[src/rtl/uart_alu_ctrl_pkg.sv]
// Shared types and helpers for the UART/ALU sequencer.
// Defines the one-hot state encoding, the default byte width and a ceil-log2 helper.
package uart_alu_ctrl_pkg;

  localparam int unsigned DEF_DATA_BITS = 8;

  typedef enum logic [5:0] {
    WAIT_A  = 6'b000001,
    WAIT_B  = 6'b000010,
    WAIT_OP = 6'b000100,
    EXEC    = 6'b001000,
    START   = 6'b010000,
    WAIT_TX = 6'b100000
  } state_t;

  // Ceiling log2, never less than 1 so a counter always has at least one bit.
  function automatic int unsigned clog2(input int unsigned value);
    int unsigned r;
    r = 0;
    for (int unsigned i = 0; i < 32; i++) begin
      if (value > (32'd1 << i)) r = i + 1;
    end
    return (r == 0) ? 1 : r;
  endfunction

endpackage

[src/rtl/uart_alu_ctrl_if.sv]
// Bundle of the receiver, ALU and transmitter signals around the sequencer.
// The master modport is the sequencer; the slave modport is its surroundings.
interface uart_alu_ctrl_if #(
  parameter int unsigned DATA_BITS = 8,
  parameter int unsigned OP_BITS   = 6
);
  logic                 rx_done;
  logic [DATA_BITS-1:0] rx_data;
  logic [DATA_BITS-1:0] alu_result;
  logic                 tx_done;
  logic [DATA_BITS-1:0] alu_a;
  logic [DATA_BITS-1:0] alu_b;
  logic [OP_BITS-1:0]   alu_op;
  logic [DATA_BITS-1:0] tx_data;
  logic                 tx_start;
  logic                 busy;
  logic                 timeout;
  logic                 overrun;

  modport master (
    input  rx_done, rx_data, alu_result, tx_done,
    output alu_a, alu_b, alu_op, tx_data, tx_start, busy, timeout, overrun
  );

  modport slave (
    output rx_done, rx_data, alu_result, tx_done,
    input  alu_a, alu_b, alu_op, tx_data, tx_start, busy, timeout, overrun
  );
endinterface

[src/rtl/uart_alu_ctrl_rise_detect.sv]
// Rising-edge detector for level-style done flags.
// A level held high produces a single pulse in the cycle it first appears.
module rise_detect (
  input  logic clk,
  input  logic reset,
  input  logic d,
  output logic pulse
);
  logic q;

  always_ff @(posedge clk or posedge reset) begin
    if (reset) q <= 1'b0;
    else       q <= d;
  end

  assign pulse = d & ~q;
endmodule

[src/rtl/uart_alu_ctrl.sv]
// Sequencer: gathers operand A, operand B and opcode from the UART receiver,
// drives the ALU, hands the result to the transmitter and waits for completion.
module uart_alu_ctrl
  import uart_alu_ctrl_pkg::*;
#(
  parameter int unsigned DATA_BITS      = DEF_DATA_BITS,
  parameter int unsigned OP_BITS        = 6,
  parameter int unsigned TIMEOUT_CYCLES = 1000000
) (
  input  logic           clk,
  input  logic           reset,
  uart_alu_ctrl_if.master bus
);

  localparam int unsigned TIMER_W = clog2(TIMEOUT_CYCLES);

  state_t               state;
  logic [TIMER_W-1:0]   timer;
  logic                 rx_ev;
  logic                 tx_ev;
  logic                 expired;
  logic                 counting;

  logic [DATA_BITS-1:0] alu_a_r;
  logic [DATA_BITS-1:0] alu_b_r;
  logic [OP_BITS-1:0]   alu_op_r;
  logic [DATA_BITS-1:0] tx_data_r;
  logic                 tx_start_r;
  logic                 busy_r;
  logic                 timeout_r;
  logic                 overrun_r;

  rise_detect u_rx_rise (
    .clk   (clk),
    .reset (reset),
    .d     (bus.rx_done),
    .pulse (rx_ev)
  );

  rise_detect u_tx_rise (
    .clk   (clk),
    .reset (reset),
    .d     (bus.tx_done),
    .pulse (tx_ev)
  );

  assign expired  = (timer == TIMER_W'(TIMEOUT_CYCLES - 1));
  // A byte arriving on the expiry cycle wins, so the timer only runs while idle between bytes.
  assign counting = ((state == WAIT_B) || (state == WAIT_OP)) && !rx_ev && !expired;

  always_ff @(posedge clk or posedge reset) begin
    if (reset) begin
      timer <= '0;
    end else if (counting) begin
      timer <= (timer == '1) ? timer : timer + TIMER_W'(1);
    end else begin
      timer <= '0;
    end
  end

  always_ff @(posedge clk or posedge reset) begin
    if (reset) begin
      state      <= WAIT_A;
      alu_a_r    <= '0;
      alu_b_r    <= '0;
      alu_op_r   <= '0;
      tx_data_r  <= '0;
      tx_start_r <= 1'b0;
      busy_r     <= 1'b0;
      timeout_r  <= 1'b0;
      overrun_r  <= 1'b0;
    end else begin
      tx_start_r <= 1'b0;
      timeout_r  <= 1'b0;
      overrun_r  <= 1'b0;
      case (state)
        WAIT_A: begin
          if (rx_ev) begin
            alu_a_r <= bus.rx_data;
            state   <= WAIT_B;
          end
        end
        WAIT_B: begin
          if (rx_ev) begin
            alu_b_r <= bus.rx_data;
            state   <= WAIT_OP;
          end else if (expired) begin
            timeout_r <= 1'b1;
            state     <= WAIT_A;
          end
        end
        WAIT_OP: begin
          if (rx_ev) begin
            alu_op_r <= bus.rx_data[OP_BITS-1:0];
            busy_r   <= 1'b1;
            state    <= EXEC;
          end else if (expired) begin
            timeout_r <= 1'b1;
            state     <= WAIT_A;
          end
        end
        EXEC: begin
          overrun_r <= rx_ev;
          tx_data_r <= bus.alu_result;
          state     <= START;
        end
        START: begin
          // Registered pulse: visible in the first WAIT_TX cycle.
          overrun_r  <= rx_ev;
          tx_start_r <= 1'b1;
          state      <= WAIT_TX;
        end
        WAIT_TX: begin
          overrun_r <= rx_ev;
          if (tx_ev) begin
            busy_r <= 1'b0;
            state  <= WAIT_A;
          end
        end
        default: begin
          busy_r <= 1'b0;
          state  <= WAIT_A;
        end
      endcase
    end
  end

  assign bus.alu_a    = alu_a_r;
  assign bus.alu_b    = alu_b_r;
  assign bus.alu_op   = alu_op_r;
  assign bus.tx_data  = tx_data_r;
  assign bus.tx_start = tx_start_r;
  assign bus.busy     = busy_r;
  assign bus.timeout  = timeout_r;
  assign bus.overrun  = overrun_r;

endmodule

[src/flat_wrapper.sv]
// flat-port wrapper written by rule: the top's interface ports become plain ports
module uart_alu_ctrl_flat import uart_alu_ctrl_pkg::*;
#(
  parameter int unsigned DATA_BITS      = DEF_DATA_BITS,
  parameter int unsigned OP_BITS        = 6,
  parameter int unsigned TIMEOUT_CYCLES = 1000000
)
  (clk, reset, bus_rx_done, bus_rx_data, bus_alu_result, bus_tx_done, bus_alu_a, bus_alu_b, bus_alu_op, bus_tx_data, bus_tx_start, bus_busy, bus_timeout, bus_overrun);
  uart_alu_ctrl_if #(.DATA_BITS(DATA_BITS), .OP_BITS(OP_BITS)) bus_i ();
  input  logic clk;
  input  logic reset;
  input wire logic [$bits(bus_i.rx_done)-1:0] bus_rx_done;
  input wire logic [$bits(bus_i.rx_data)-1:0] bus_rx_data;
  input wire logic [$bits(bus_i.alu_result)-1:0] bus_alu_result;
  input wire logic [$bits(bus_i.tx_done)-1:0] bus_tx_done;
  output wire logic [$bits(bus_i.alu_a)-1:0] bus_alu_a;
  output wire logic [$bits(bus_i.alu_b)-1:0] bus_alu_b;
  output wire logic [$bits(bus_i.alu_op)-1:0] bus_alu_op;
  output wire logic [$bits(bus_i.tx_data)-1:0] bus_tx_data;
  output wire logic [$bits(bus_i.tx_start)-1:0] bus_tx_start;
  output wire logic [$bits(bus_i.busy)-1:0] bus_busy;
  output wire logic [$bits(bus_i.timeout)-1:0] bus_timeout;
  output wire logic [$bits(bus_i.overrun)-1:0] bus_overrun;
  assign bus_i.rx_done = bus_rx_done;
  assign bus_i.rx_data = bus_rx_data;
  assign bus_i.alu_result = bus_alu_result;
  assign bus_i.tx_done = bus_tx_done;
  assign bus_alu_a = bus_i.alu_a;
  assign bus_alu_b = bus_i.alu_b;
  assign bus_alu_op = bus_i.alu_op;
  assign bus_tx_data = bus_i.tx_data;
  assign bus_tx_start = bus_i.tx_start;
  assign bus_busy = bus_i.busy;
  assign bus_timeout = bus_i.timeout;
  assign bus_overrun = bus_i.overrun;
  uart_alu_ctrl #(.DATA_BITS(DATA_BITS), .OP_BITS(OP_BITS), .TIMEOUT_CYCLES(TIMEOUT_CYCLES)) u_core (.clk(clk), .reset(reset), .bus(bus_i));
endmodule
[config.mk]
export PLATFORM = sky130hd
export DESIGN_NAME = uart_alu_ctrl_flat
export DESIGN_NICKNAME = d
export VERILOG_FILES = /design/src/rtl/uart_alu_ctrl_pkg.sv /design/src/rtl/uart_alu_ctrl_if.sv /design/src/rtl/uart_alu_ctrl_rise_detect.sv /design/src/rtl/uart_alu_ctrl.sv /design/src/flat_wrapper.sv
export SDC_FILE = /design/constraint.sdc
export NUM_CORES = 1
export LEC_CHECK = 0
export BUFFER_PORTS_ARGS = -buffer_cell sky130_fd_sc_hd__buf_2
export CORE_MARGIN = 5
export CORE_UTILIZATION = 59
export CTS_CLUSTER_SIZE = 12
export DETAILED_ROUTE_END_ITERATION = 12
export PLACE_DENSITY_LB_ADDON = 0.25
export SLEW_MARGIN = 20
export SYNTH_ARGS = -nofsm -noshare
export SYNTH_HDL_FRONTEND = slang
export SYNTH_SLANG_ARGS = --single-unit
[constraint.sdc]
create_clock -name clk -period 4.68 [get_ports clk]
set_input_delay 0.936 -clock clk [delete_from_list [all_inputs] [get_ports clk]]
set_output_delay 0.936 -clock clk [all_outputs]
set_load 0.1 [all_outputs]
==> results.md, run 1 <==
Status:
- The flow ran to the end, and the final reports show no timing, DRC or antenna violations.

Placement:
- Once detailed placement completed, the half-perimeter wirelength came to around 3800 µm.
- The number of port buffers is 53.
- At the end of routability-driven placement, the weighted congestion stood at 0.8386.
- The placed instances occupy a cell area of between 3000 and 4000 µm².
- Prior to clock tree synthesis, the placed netlist has a worst setup slack of between 2 and 2.5 ns.

Synthesis:
- After synthesis, the share of cell area in mux cells is around a tenth.
- The synthesized netlist devotes approximately 6.1% of its cell area to XOR and XNOR gates.
- The main combinational cell family by area after synthesis is simple AND/OR/NAND/NOR gates.
- Yosys attributes the largest share of cell area to sky130_fd_sc_hd__dfrtp_1, sky130_fd_sc_hd__mux2_2, sky130_fd_sc_hd__nand2_1, sky130_fd_sc_hd__mux2_4, sky130_fd_sc_hd__xnor2_1.
- Counting flops with a built-in enable in the synthesized netlist gives 0.
- The most instantiated flip-flop cell in the synthesis netlist is sky130_fd_sc_hd__dfrtp_1.
- The basic-gate share of the synthesized area counting and, or, nand and nor cells is between 20% and 30%.
- The biggest area contributor in the post-synthesis netlist is sky130_fd_sc_hd__dfrtp_1.
- The number of unique standard cell types used by synthesis is 44.
- The complex-gate fraction of the synthesized area is around 5%.
- The adder and majority gate portion of the synthesized area is less than 1%.
- The register bit total from synthesis is 62.
- The summed instance area of the synthesized netlist is between 2000 and 3000 µm².
- The number of instances in the synthesized netlist is ~260.
- The post-synth net total is roughly 280.
- The post-synthesis async set-or-reset flop share is 100.0%.
- The share of the Yosys chip area taken by registers is between 50% and 60%.
- The synthesized area divided by synthesized cell count is between 10 and 15 µm².
- The warning count from the yosys run is 0.
- The synthesized design devotes to its leading area cell type a little over half of total area.

Clocking:
- The insertion delay to the later sink of the worst-skew pair is around 0.33 ns.
- The CTS sink count is 62.
- The CTS tree is built.
- In this run the deepest clock path goes through 2 buffers.
- The post-CTS setup buffer count is 0.
- For this design, the CTS-stage hold fixing added 0 buffers.
- The TritonCTS buffer count is 9.
- Clock-pin slew was measured on the worst setup and hold paths at around 0.060 ns.
- The number of gates resized after cts is 0.
- The H-tree generated during clock tree synthesis spans 3 levels.
- In this run the clock root is driven by a sky130_fd_sc_hd__clkbuf_8.

Finish:
- Of the cells placed in the final design, the portion with a size suffix greater than 1 is about 31%.
- The fill cell total of the finished layout is 355.
- 0 antenna diodes ended up in the layout.
- Compared with the post-synthesis result, the final layout area differs by 16.94%.
- The post-route cell area is approximately 3300 µm².
- The number of nets in the final layout is 340.

Timing:
- The worst pin sits at a relative slew slack of roughly 43%.
- Between clock sinks in the finished design, the worst skew comes to around 0.0076 ns.
- Setup violations remaining at the end of the flow were counted as 0.
- The number of failing hold endpoints at the final stage was 0.
- At the pin with the least slew margin, the transition time is around 0.85 ns.
- Setup repair after global routing left no endpoint under its margin.
- The post-route worst setup slack is between 2 and 3 ns.
- The maximum frequency from static timing analysis is 472.9 MHz.
- Dividing the final minimum period by the clock period gives 45.18%.
- The minimum clock period is 2.114 ns.
- The sum of negative setup slack is 0 ns.
- The number of pins with negative max-slew slack in the final report is 0.

GRT:
- The largest net degree at the start of global routing is 46.
- The total congestion overflow is 0.
- The first global-routing pass estimated just over 9000 µm of wire.
- The met3 track demand over resource is 5.869%.
- The busiest layer in global routing is met2.
- The initial antenna violation count is 0.
- The met2 routing resource usage after global routing is between 30 and 40%.
- In the global route stage, met1 resource usage came out at around 24%.
- The global-route usage over all layers is between 10% and 20%.
- The via count of the first global-routing pass is around 2000.

Pwr:
- IR analysis of the VDD net gives a maximum drop of about 0.52 mV.
- The static leakage is around 1.5 nW.
- For this design the ratio of total power to cell area is roughly 640 nW/µm².

Worst setup path:
- Data on the critical path arrives at its endpoint at 2.33 ns.
- The highest net fanout along the worst path is 21.
- The slowest stage of the critical path is the sky130_fd_sc_hd__nand2_1 cell.
- The critical path's largest stage delay is roughly 0.47 ns.
- Traced cell by cell, the critical path runs through buf_2, nor2b_1, nor3_1, nand2_1, a311oi_1.
- The number of buffer and inverter instances along the worst setup path is 1.
- The critical path is of the in -> reg type.
- STA classifies the critical path startpoint as an input pin.
- The worst endpoint required time is approximately 4.9 ns.
- The worst setup path is captured at a flip-flop.
- The cell family with the largest share of critical-path delay is simple AND/OR/NAND/NOR gates.

Route:
- The total detailed-routing wirelength is 5309 µm.
- The count of nets left with antenna violations once routing finished came out at 0.
- The final routed DRC violation total is 0.
- The total number of vias is 2055.
- Dividing the detail-routed wire length by the instance count gives 13.58 µm.
- The first TritonRoute pass finished after 4 iterations.
- The first-iteration detailed-routing DRC count is 72.
- The average vias per placed instance is around 5.3.

Floorplan:
- The floorplan step defined a core boundary enclosing approximately 4700 µm².
- The count of pins on the block boundary is 54.
- The number of standard-cell rows in the floorplan is 25.
- The floorplan die height is 79.61 µm.
- The chip width is between 70 and 80 µm.
- The area of the die is ~6300 µm².
- The initial core utilization is roughly 60%.

Worst hold path:
- The tightest min-delay check is of the reg -> reg type.

Flow run:
- The number of maximum-capacitance constraint violations is 0.
-- registers in the layout (all words and copies together) (netlist names) --
| name | cells |
|---|---|
| u_core.timer | 20 |
| u_core.bus.alu_a | 8 |
| u_core.bus.alu_b | 8 |
| u_core.bus.tx_data | 8 |
| u_core.bus.alu_op | 6 |
| u_core.state | 6 |
| u_core.bus.busy | 1 |
| u_core.bus.overrun | 1 |
| u_core.bus.timeout | 1 |
| u_core.bus.tx_start | 1 |
| u_core.u_rx_rise.q | 1 |
| u_core.u_tx_rise.q | 1 |
-- stage by stage --
stage / std cells / hold slack (ns) / utilization (%) / power [mW]
3_5_place_dp: 375 / 0.4632 / 66.83 / 1.722
6_report: 391 / 0.4721 / 70.78 / 2.129
5_1_grt: 391 / 0.5081 / 70.78 / 2.223
3_3_place_gp: 375 / 0.4537 / 66.83 / 1.704
2_1_floorplan: 262 / 0.5049 / - / 1.570
4_1_cts: 391 / 0.4788 / 70.78 / 2.150
-- cell families after synthesis --
family,Yosys count
AO/OA/AOI/OAI,24
buffers and inverters,13
adder cells (fa/ha/maj),1
AND/OR/NAND/NOR,119
flip-flops,62
XOR/XNOR,20
multiplexers,23
-- placed cells by master (no fill, tap or decap), types with 2 or more instances in the layout --
cell type,synthesis,final
sky130_fd_sc_hd__nand3b_1,3,3
sky130_fd_sc_hd__nand2_1,36,36
sky130_fd_sc_hd__and3_1,2,2
sky130_fd_sc_hd__mux2_2,14,14
sky130_fd_sc_hd__a21oi_1,14,14
sky130_fd_sc_hd__nand2b_1,5,5
sky130_fd_sc_hd__nor4b_1,2,2
sky130_fd_sc_hd__xnor2_1,13,13
sky130_fd_sc_hd__and2_1,2,2
sky130_fd_sc_hd__clkbuf_8,0,12
sky130_fd_sc_hd__nand4_1,7,7
sky130_fd_sc_hd__nor2_1,29,29
sky130_fd_sc_hd__inv_1,4,3
sky130_fd_sc_hd__or3_1,2,2
sky130_fd_sc_hd__a31oi_1,2,2
sky130_fd_sc_hd__xor2_1,7,7
sky130_fd_sc_hd__clkinv_2,0,2
sky130_fd_sc_hd__mux2_4,8,8
sky130_fd_sc_hd__nor4_1,3,3
sky130_fd_sc_hd__a211oi_1,4,4
sky130_fd_sc_hd__buf_2,2,53
sky130_fd_sc_hd__nor3_1,2,2
sky130_fd_sc_hd__nand4b_1,2,2
sky130_fd_sc_hd__nand3_1,14,14
sky130_fd_sc_hd__dfrtp_1,61,61
-- worst register-to-register path, cell delays in order (launching register included) --
cell                       delay, ns
sky130_fd_sc_hd__dfrtp_1        0.44
sky130_fd_sc_hd__nor3_2         0.29
sky130_fd_sc_hd__nand2b_1       0.15
sky130_fd_sc_hd__nor3_1         0.25
sky130_fd_sc_hd__nand2_1        0.47
sky130_fd_sc_hd__a311oi_1       0.38
-- routing by layer --
metal  up-vias  share of wire, %
met5         -                 0
met4         0               1.3
met3         5               4.4
met2        38                49
met1       988                45
li1       1024                 -
-- power breakdown --
part | internal, mW | switching, mW | leakage, nW | total (mW)
Sequential | 0.640 | 0.0574 | 0.786 | 0.698
Combinational | 0.181 | 0.826 | 0.662 | 1.01
Clock | 0.234 | 0.191 | 0.0954 | 0.425
Total | 1.05 | 1.07 | 1.54 | 2.13
-- final timing paths --
path                                       start                     to  slack (ns)  depth (start not counted)
min in group asynchronous                  reset   u_core.bus.alu_op[2]        0.57                          2
min                        u_core.bus.tx_data[5]  u_core.bus.tx_data[5]        0.47                          2
max                                  bus_rx_done       u_core.timer[16]        2.57                          5
max reg2reg                      u_core.state[4]       u_core.timer[16]        2.60                          5
min reg2reg                u_core.bus.tx_data[5]  u_core.bus.tx_data[5]        0.47                          2
max in group asynchronous                  reset  u_core.bus.tx_data[1]        3.24                          3
-- layout make-up --
type | count | area [µm²] | share of cell area [%]
well taps | 67 | 83.83 | 2.507
repair buffers | 54 | 272.8 | 8.159
multi-input cells | 187 | 1229 | 36.75
clock buffers | 13 | 168.9 | 5.052
clock inverters | 3 | 17.52 | 0.5240
inverters | 5 | 18.77 | 0.5614
flip-flops and latches | 62 | 1553 | 46.44
-- Yosys cell counts, types with 3 or more instances --
cell and instances:
sky130_fd_sc_hd__a211oi_1 4, sky130_fd_sc_hd__nand3_1 14, sky130_fd_sc_hd__nand2_1 36, sky130_fd_sc_hd__dfrtp_1 61, sky130_fd_sc_hd__buf_6 3, sky130_fd_sc_hd__nor4_1 3, sky130_fd_sc_hd__mux2_2 14, sky130_fd_sc_hd__mux2_4 8
sky130_fd_sc_hd__a21oi_1 14, sky130_fd_sc_hd__nand4_1 7, sky130_fd_sc_hd__xnor2_1 13, sky130_fd_sc_hd__nor2_1 29, sky130_fd_sc_hd__xor2_1 7, sky130_fd_sc_hd__nand3b_1 3, sky130_fd_sc_hd__nand2b_1 5, sky130_fd_sc_hd__inv_1 4
(Power assumes the default switching activity.)
==> run 2, diff against run 1 <==
--- a/config.mk
+++ b/config.mk
@@ -7,7 +7,7 @@
 export LEC_CHECK = 0
 export BUFFER_PORTS_ARGS = -buffer_cell sky130_fd_sc_hd__buf_2
 export CORE_MARGIN = 5
-export CORE_UTILIZATION = 59
+export CORE_UTILIZATION = 55
 export CTS_CLUSTER_SIZE = 12
 export DETAILED_ROUTE_END_ITERATION = 12
 export PLACE_DENSITY_LB_ADDON = 0.25
==> constraint.sdc (replaced) <==
create_clock -name clk -period 1.95 [get_ports clk]
set_input_delay 0.39 -clock clk [delete_from_list [all_inputs] [get_ports clk]]
set_output_delay 0.39 -clock clk [all_outputs]
set_load 0.1 [all_outputs]
==> run 2 against run 1 <==
- first-iteration DRC count is 35% lower
- worst hold slack worse by 0.43 ns
- via count is 1.7% higher
- critical path depth is 1 lower
- critical path type is now reg -> reg
==> results.md, run 2 (synthesis gave the netlist of run 1 again) <==
Status:
- The flow ran to the end, and the final reports show no timing, DRC or antenna violations.

Finish:
- Relative to the synthesized area, the layout overhead comes to 21.36%.
- Ranked by flip-flop count, first place goes to u_core.timer.
- Leaving out fill and tap cells, the most frequent cell in the layout is sky130_fd_sc_hd__dfrtp_1.
- The number of flip-flops under the largest register name is 20 (unchanged).
- The antenna diode count is 0 (unchanged).
- The share of final-layout standard cells stronger than drive strength 1 is 33.63% (+2.5 points).
- In the layout the commonest cells are sky130_fd_sc_hd__dfrtp_1, sky130_fd_sc_hd__buf_2, sky130_fd_sc_hd__nand2_1.
- The number of nets in the final layout came to 352 (+3.5%).
- The fill cell total of the finished layout was 409 (+15%).

Clocking:
- The number of gates resized after cts is 0 (unchanged).
- The insertion delay to the later sink of the worst-skew pair came to 0.33 ns (about the same).
- The TritonCTS buffer count is 9 (unchanged).
- CTS placed an instance of sky130_fd_sc_hd__clkbuf_8 at the clock tree root.
- The post-CTS setup buffer count came to 0 (unchanged).
- The clock transition at the registers of the reported paths was 0.07 ns (about the same).
- The CTS tree is built.
- The total of hold buffers inserted after clock tree synthesis is 0 (unchanged).
- The CTS sink count was 62 (unchanged).
- The worst-case clock buffer depth is 2 (unchanged).
- The count of H-tree levels built during CTS is 3 (unchanged).

Timing:
- The transition time at the pin with the least slew margin is 0.5043 ns (-0.3419 ns).
- The final critical-path share of the clock period is between 90 and 100%.
- The worst-case clock skew was 0.005860 ns (-0.001727 ns).
- The sum of negative setup slack is 0 ns (unchanged).
- The headroom to the max-slew limit is 66.38% (+23 points).
- The minimum clock period is ~1.8 ns.
- The number of pins with negative max-slew slack in the final report is 0 (unchanged).
- Setup repair after global routing left no endpoint under its margin.
- The number of failing hold endpoints at the final stage is 0 (unchanged).
- The number of failing setup endpoints in the final timing report was 0 (unchanged).
- The maximum frequency from static timing analysis is around 550 MHz.

Worst setup path:
- The number of buffer and inverter instances along the worst setup path is 0 (-1).
- The critical path's largest stage delay is 0.45 ns (-0.02 ns).
- The setup path with the least slack is of type reg -> reg.
- The slowest stage of the critical path is the sky130_fd_sc_hd__dfrtp_1 cell.
- The worst setup path is launched from a flip-flop.
- The cell family with the largest share of critical-path delay is simple AND/OR/NAND/NOR gates.
- The worst endpoint required time came to 2.16 ns (-2.73 ns).
- Traced cell by cell, the critical path runs through nor3_2, nand2b_1, or2_1, mux2_4.
- The arrival time at the worst endpoint came to 2.02 ns (-0.31 ns).
- The highest net fanout along the worst path is 8 (-62%).
- The worst setup path is captured at a flip-flop.

Route:
- The post-detailed-route count of antenna-violating nets was 0 (unchanged).
- The average vias per placed instance was 5.145 (-2.1%).
- The total number of vias is 2089 (+1.7%).
- The final routed DRC violation total is 0 (unchanged).
- The total detailed-routing wirelength is 5647 µm (+6.4%).
- The detailed-routing iteration count for the pre-antenna-repair pass was 4 (unchanged).
- The first-iteration detailed-routing DRC count is 47 (-35%).
- The average wire per standard cell came to 13.91 µm (+2.4%).

Pwr:
- The share of total power in combinational logic is 46.8% (-0.5 points).
- The register share of total power is 31.9% (-0.9 points).
- The fraction of power spent switching nets is 49.53% (-0.93 points).
- The power per cell area is 1515 nW/µm² (+140%).
- The total power is 5.255 mW (+150%).
- The part of the power in the clock network is 21.4% (+1.4 points).
- The net switching power of the design was 2.603 mW (+140%).
- The static leakage is 1.612 nW (+4.4%).
- The internal power summed over all cells is 2.653 mW (+150%).
- The worst vdd rail ir drop is 1.165 mV (+120%).

GRT:
- The largest net degree at the start of global routing is 33 (-28%).
- The global-route wire length before repair came to 9039 µm (-2.6%).
- The global-route usage over all layers was 17.88% (-1.1 points).
- The initial antenna violation count is 0 (unchanged).
- The via count of the first global-routing pass is 1989 (-2.5%).
- The total congestion overflow is 0 (unchanged).

Worst hold path:
- The worst hold-check path type is in -> async.

Placement:
- The number of port buffers is 53 (unchanged).
- The final RePlAce weighted congestion was 0.8483 (+1.2%).
- The HPWL after detailed placement was 4283 µm (+12%).

Flow run:
- The number of maximum-capacitance constraint violations is 0 (unchanged).

Floorplan:
- The chip width is 82.10 µm (+3.1%).
- The initial core utilization was 56.34% (-4.2 points).
- The area of the die is 6740 µm² (+6.4%).
- The core box area was 5075 µm² (+7.4%).
- The floorplan die height is 82.10 µm (+3.1%).
- The count of pins on the block boundary came to 54 (unchanged).
- The number of standard-cell rows in the floorplan is 26 (+4.0%).
run 2: power groups by stage:
stage	Sequential (mW)	Combinational [mW]	Clock, mW
global placement	1.68	2.44	0
CTS	1.68	2.48	1.15
finish	1.67	2.46	1.12
floorplan	3.33	0.443	0
detailed placement	1.70	2.47	0
global route	1.70	2.55	1.20
run 2: cell type report:
class                      count  area, µm²  share of cell area, %
clock buffer                  13      158.9                  4.580
clock inverter                 3      42.54                  1.226
timing repair buffer          66      375.4                  10.82
sequential                    62       1553                  44.75
multi-input combinational    187       1234                  35.56
tap                           70      87.58                  2.524
inverter                       5      18.77                 0.5409
run 2: path summary, 6_finish.rpt:
kind,startpoint,to,slack (ns),cells after the start
min in group clk,bus_tx_done,u_core.u_tx_rise.q,0.19,1
hold reg to reg,u_core.bus.tx_data[6],u_core.bus.tx_data[6],0.47,2
setup / recovery,u_core.state[4],u_core.bus.alu_b[5],0.14,4
setup reg to reg,u_core.state[4],u_core.bus.alu_b[5],0.14,4
hold / removal,reset,u_core.bus.alu_a[1],0.04,2
max in group asynchronous,reset,u_core.state[0],1.33,3
run 2: per-stage QoR:
stage	hold WS, ns	std cells	util [%]	area (µm²)	worst slack, ns
floorplan	0.4214	262	-	2859	0.02026
global placement	0.4079	390	64.30	3263	0.1768
detailed placement	0.4175	390	64.30	3263	0.1432
CTS	0.04759	406	68.27	3465	0.1450
global route	0.05954	406	68.37	3470	0.02162
finish	0.04234	406	68.37	3470	0.1414
run 2: worst register-to-register path: stages (launching register included):
cell and delay, ns:
sky130_fd_sc_hd__dfrtp_1 0.45, sky130_fd_sc_hd__nor3_2 0.28, sky130_fd_sc_hd__nand2b_1 0.15, sky130_fd_sc_hd__or2_1 0.44, sky130_fd_sc_hd__mux2_4 0.37
run 2: metal layers:
layer	track usage, %	vias up	share of wire [%]
li1	-	1048	-
met1	21.34	1002	42
met2	30.45	34	52
met3	6.508	5	4.6
met4	4.983	0	0.71
met5	0	-	0
==> run 3, diff against run 2 <==
--- a/config.mk
+++ b/config.mk
@@ -7,7 +7,7 @@
 export LEC_CHECK = 0
 export BUFFER_PORTS_ARGS = -buffer_cell sky130_fd_sc_hd__buf_2
 export CORE_MARGIN = 5
-export CORE_UTILIZATION = 55
+export CORE_UTILIZATION = 59
 export CTS_CLUSTER_SIZE = 12
 export DETAILED_ROUTE_END_ITERATION = 12
 export PLACE_DENSITY_LB_ADDON = 0.25
==> constraint.sdc (replaced) <==
create_clock -name clk -period 2.2 [get_ports clk]
set_input_delay 0.44 -clock clk [delete_from_list [all_inputs] [get_ports clk]]
set_output_delay 0.44 -clock clk [all_outputs]
set_load 0.1 [all_outputs]
==> run 3 against run 2 <==
- first-iteration DRC count increased by 81%
- sequential share of layout area increased by 0.82 points
- fmax decreased by 4.1%
- register-to-register slack improved by 0.17 ns
- clock skew increased by 0.0053 ns
- cell count decreased by 2.5%
- setup slack improved by 0.17 ns
- sequential power decreased by 11%
- clock power decreased by 11%
- worst hold slack improved by 0.099 ns
- critical path type unchanged
- largest cell class unchanged
- highest routed layer unchanged
==> results.md, run 3 (synthesis gave the netlist of run 1 again) <==
Status:
- The run finished with clean final reports.

Finish:
- The synthesis-to-finish area growth is 19.17%.
- The share of final-layout standard cells stronger than drive strength 1 was 32.22% (-1.4 points).
- The library cells used most frequently in the layout, excluding fill and tap cells, are sky130_fd_sc_hd__dfrtp_1, sky130_fd_sc_hd__buf_2, sky130_fd_sc_hd__nand2_1.
- The number of flip-flops under the largest register name is 20 (unchanged).
- The number of nets in the final layout is 345 (-2.0%).
- Leaving out fill and tap cells, the most frequent cell in the layout is sky130_fd_sc_hd__dfrtp_1.
- The antenna diode count was 0 (unchanged).
- The register with the highest flop count is u_core.timer.

Route:
- The average wire per standard cell is 13.52 µm (-2.8%).
- The total detailed-routing wirelength is 5353 µm (-5.2%).
- The detailed-routing iteration count for the pre-antenna-repair pass is 4 (unchanged).
- The post-detailed-route count of antenna-violating nets is 0 (unchanged).
- The final routed DRC violation total is 0 (unchanged).
- The first-iteration detailed-routing DRC count is 85 (+81%).
- The average vias per placed instance is 5.111 (-0.66%).
- The total number of vias is 2024 (-3.1%).

Timing:
- The number of failing hold endpoints at the final stage is 0 (unchanged).
- The final critical-path share of the clock period came to 85.74% (-7.0 points).
- The maximum frequency from static timing analysis is 530.1 MHz (-4.1%).
- Setup repair after global routing left no endpoint under its margin.
- The number of pins with negative max-slew slack in the final report is 0 (unchanged).
- The headroom to the max-slew limit is 66.35% (about the same).
- The number of failing setup endpoints in the final timing report is 0 (unchanged).
- The worst-case hold slack is 0.1416 ns (+0.09926 ns).
- The transition time at the pin with the least slew margin is 0.5048 ns (+0.0004783 ns).
- The minimum clock period is 1.886 ns (+0.07772 ns).
- The sum of negative setup slack is 0 ns (unchanged).
- The worst-case clock skew is 0.01119 ns (+0.005332 ns).

Floorplan:
- The chip width came to 79.61 µm (-3.0%).
- The core box area is 4723 µm² (-6.9%).
- The count of pins on the block boundary came to 54 (unchanged).
- The initial core utilization was 60.53% (+4.2 points).
- The number of standard-cell rows in the floorplan is 25 (-3.8%).
- The floorplan die height was 79.61 µm (-3.0%).
- The area of the die is 6338 µm² (-6.0%).

Flow run:
- The number of maximum-capacitance constraint violations is 0 (unchanged).

Worst setup path:
- The cell count of the worst reg-to-reg path was 4 (unchanged).
- The start of the worst register-to-register path is u_core.state[1].
- The nature of the critical path startpoint is a flip-flop.
- Walking the worst path, the cells encountered are inv_1, or3_1, or2_1, mux2_4.
- On the critical path the largest part of the delay comes from simple AND/OR/NAND/NOR gates.
- The classification of the worst setup path is reg -> reg.
- The worst endpoint required time is 2.42 ns (+0.26 ns).
- The arrival time at the worst endpoint is 2.11 ns (+0.09 ns).
- The cell with the biggest individual delay on the critical path is sky130_fd_sc_hd__dfrtp_1.
- The worst setup path is captured at a flip-flop.
- The critical path's largest stage delay is 0.49 ns (+0.04 ns).
- The worst register-to-register path ends at u_core.bus.alu_b[1].
- The register-to-register path setup slack was 0.31 ns (+0.17 ns).
- The highest net fanout along the worst path is 8 (unchanged).
- The number of buffer and inverter instances along the worst setup path is 1 (+1).

Clocking:
- The post-CTS setup buffer count is 0 (unchanged).
- The CTS tree is built.
- The clock transition at the registers of the reported paths is 0.07 ns (about the same).
- The tree is rooted in a sky130_fd_sc_hd__clkbuf_8.
- The CTS sink count is 62 (unchanged).
- The number of gates resized after cts is 0 (unchanged).
- The count of H-tree levels built during CTS is 3 (unchanged).
- The worst-case clock buffer depth is 2 (unchanged).
- The insertion delay to the later sink of the worst-skew pair is 0.34 ns (about the same).
- The TritonCTS buffer count is 9 (unchanged).
- The total of hold buffers inserted after clock tree synthesis is 0 (unchanged).

GRT:
- The global-route wire length before repair is 9218 µm (+2.0%).
- The largest net degree at the start of global routing is 63 (+91%).
- The global-route usage over all layers came to 18.80% (+0.92 points).
- The initial antenna violation count came to 0 (unchanged).
- The via count of the first global-routing pass is 2038 (+2.5%).
- The total congestion overflow is 0 (unchanged).

Pwr:
- The share of total power in combinational logic came to 46.4% (-0.4 points).
- The register share of total power is 32.0% (about the same).
- The internal power summed over all cells was 2.308 mW (-13%).
- The total power is 4.640 mW (-12%).
- The static leakage is 1.572 nW (-2.4%).
- The fraction of power spent switching nets is 50.26% (+0.73 points).
- The worst vdd rail ir drop was 1.334 mV (+15%).
- The net switching power of the design is 2.332 mW (-10%).
- The part of the power in the clock network is 21.6% (+0.2 points).
- The power per cell area is 1362 nW/µm² (-10%).

Placement:
- The HPWL after detailed placement is 3767 µm (-12%).
- The number of port buffers is 53 (unchanged).
- The final RePlAce weighted congestion is 0.7732 (-8.9%).

Worst hold path:
- The worst hold-check path type is in -> async.
## run 3: cell count changes in the layout (fill, tap and decap cells not counted), sizes merged
cell	change
buf	-7
clkbuf	-2
clkinv	+1
clkinvlp	+1
## run 3: area by class of cell
class / count / area [µm²]
inverters: 5 / 18.77
repair buffers: 59 / 322.8
clock inverters: 5 / 58.81
fillers: 341 / 1316
clock buffers: 11 / 141.4
multi-input cells: 187 / 1229
flip-flops and latches: 62 / 1553
well taps: 67 / 83.83
## run 3: metal layers
metal	global-route usage (%)	share of wire, %	wire length [µm]	up-vias
met5	0	0	0	-
met4	10.31	2.3	125	0
met3	3.950	3.6	194	10
met2	29.63	47	2494	45
met1	24.18	47	2538	945
li1	-	-	-	1024
## run 3: worst max path at each step
stage | slack, ns | cells past startpoint | end | startpoint
after floorplan | 0.22 | 1 | u_core.bus.alu_a[0] | reset
after global placement | 0.35 | 5 | u_core.bus.alu_b[2] | bus_rx_done
after detailed placement | 0.31 | 5 | u_core.bus.alu_b[1] | bus_rx_done
after CTS | 0.33 | 4 | u_core.bus.alu_b[1] | u_core.state[1]
after global routing | 0.23 | 6 | u_core.timer[16] | u_core.state[4]
final | 0.31 | 4 | u_core.bus.alu_b[1] | u_core.state[1]
## run 3: worst reg2reg max path, cell delays in order (launching register included)
cell	delay (ns)
sky130_fd_sc_hd__dfrtp_1	0.49
sky130_fd_sc_hd__inv_1	0.13
sky130_fd_sc_hd__or3_1	0.38
sky130_fd_sc_hd__or2_1	0.41
sky130_fd_sc_hd__mux2_4	0.37
## run 3: power groups by stage
| stage | Combinational, mW | Clock [mW] | Sequential [mW] |
|---|---|---|---|
| global placement | 2.14 | 0 | 1.50 |
| finish | 2.15 | 1.00 | 1.49 |
| global route | 2.22 | 1.07 | 1.51 |
| floorplan | 0.392 | 0 | 2.95 |
| detailed placement | 2.17 | 0 | 1.50 |
| CTS | 2.17 | 1.03 | 1.48 |
## run 3: metrics by stage
stage	worst slack, ns	instance area [µm²]	std cells	utilization [%]
3_5_place_dp	0.3082	3207	380	67.89
3_3_place_gp	0.3497	3207	380	67.89
2_1_floorplan	0.2203	2859	262	-
5_1_grt	0.2294	3407	396	72.13
6_report	0.3137	3407	396	72.13
4_1_cts	0.3311	3407	396	72.13
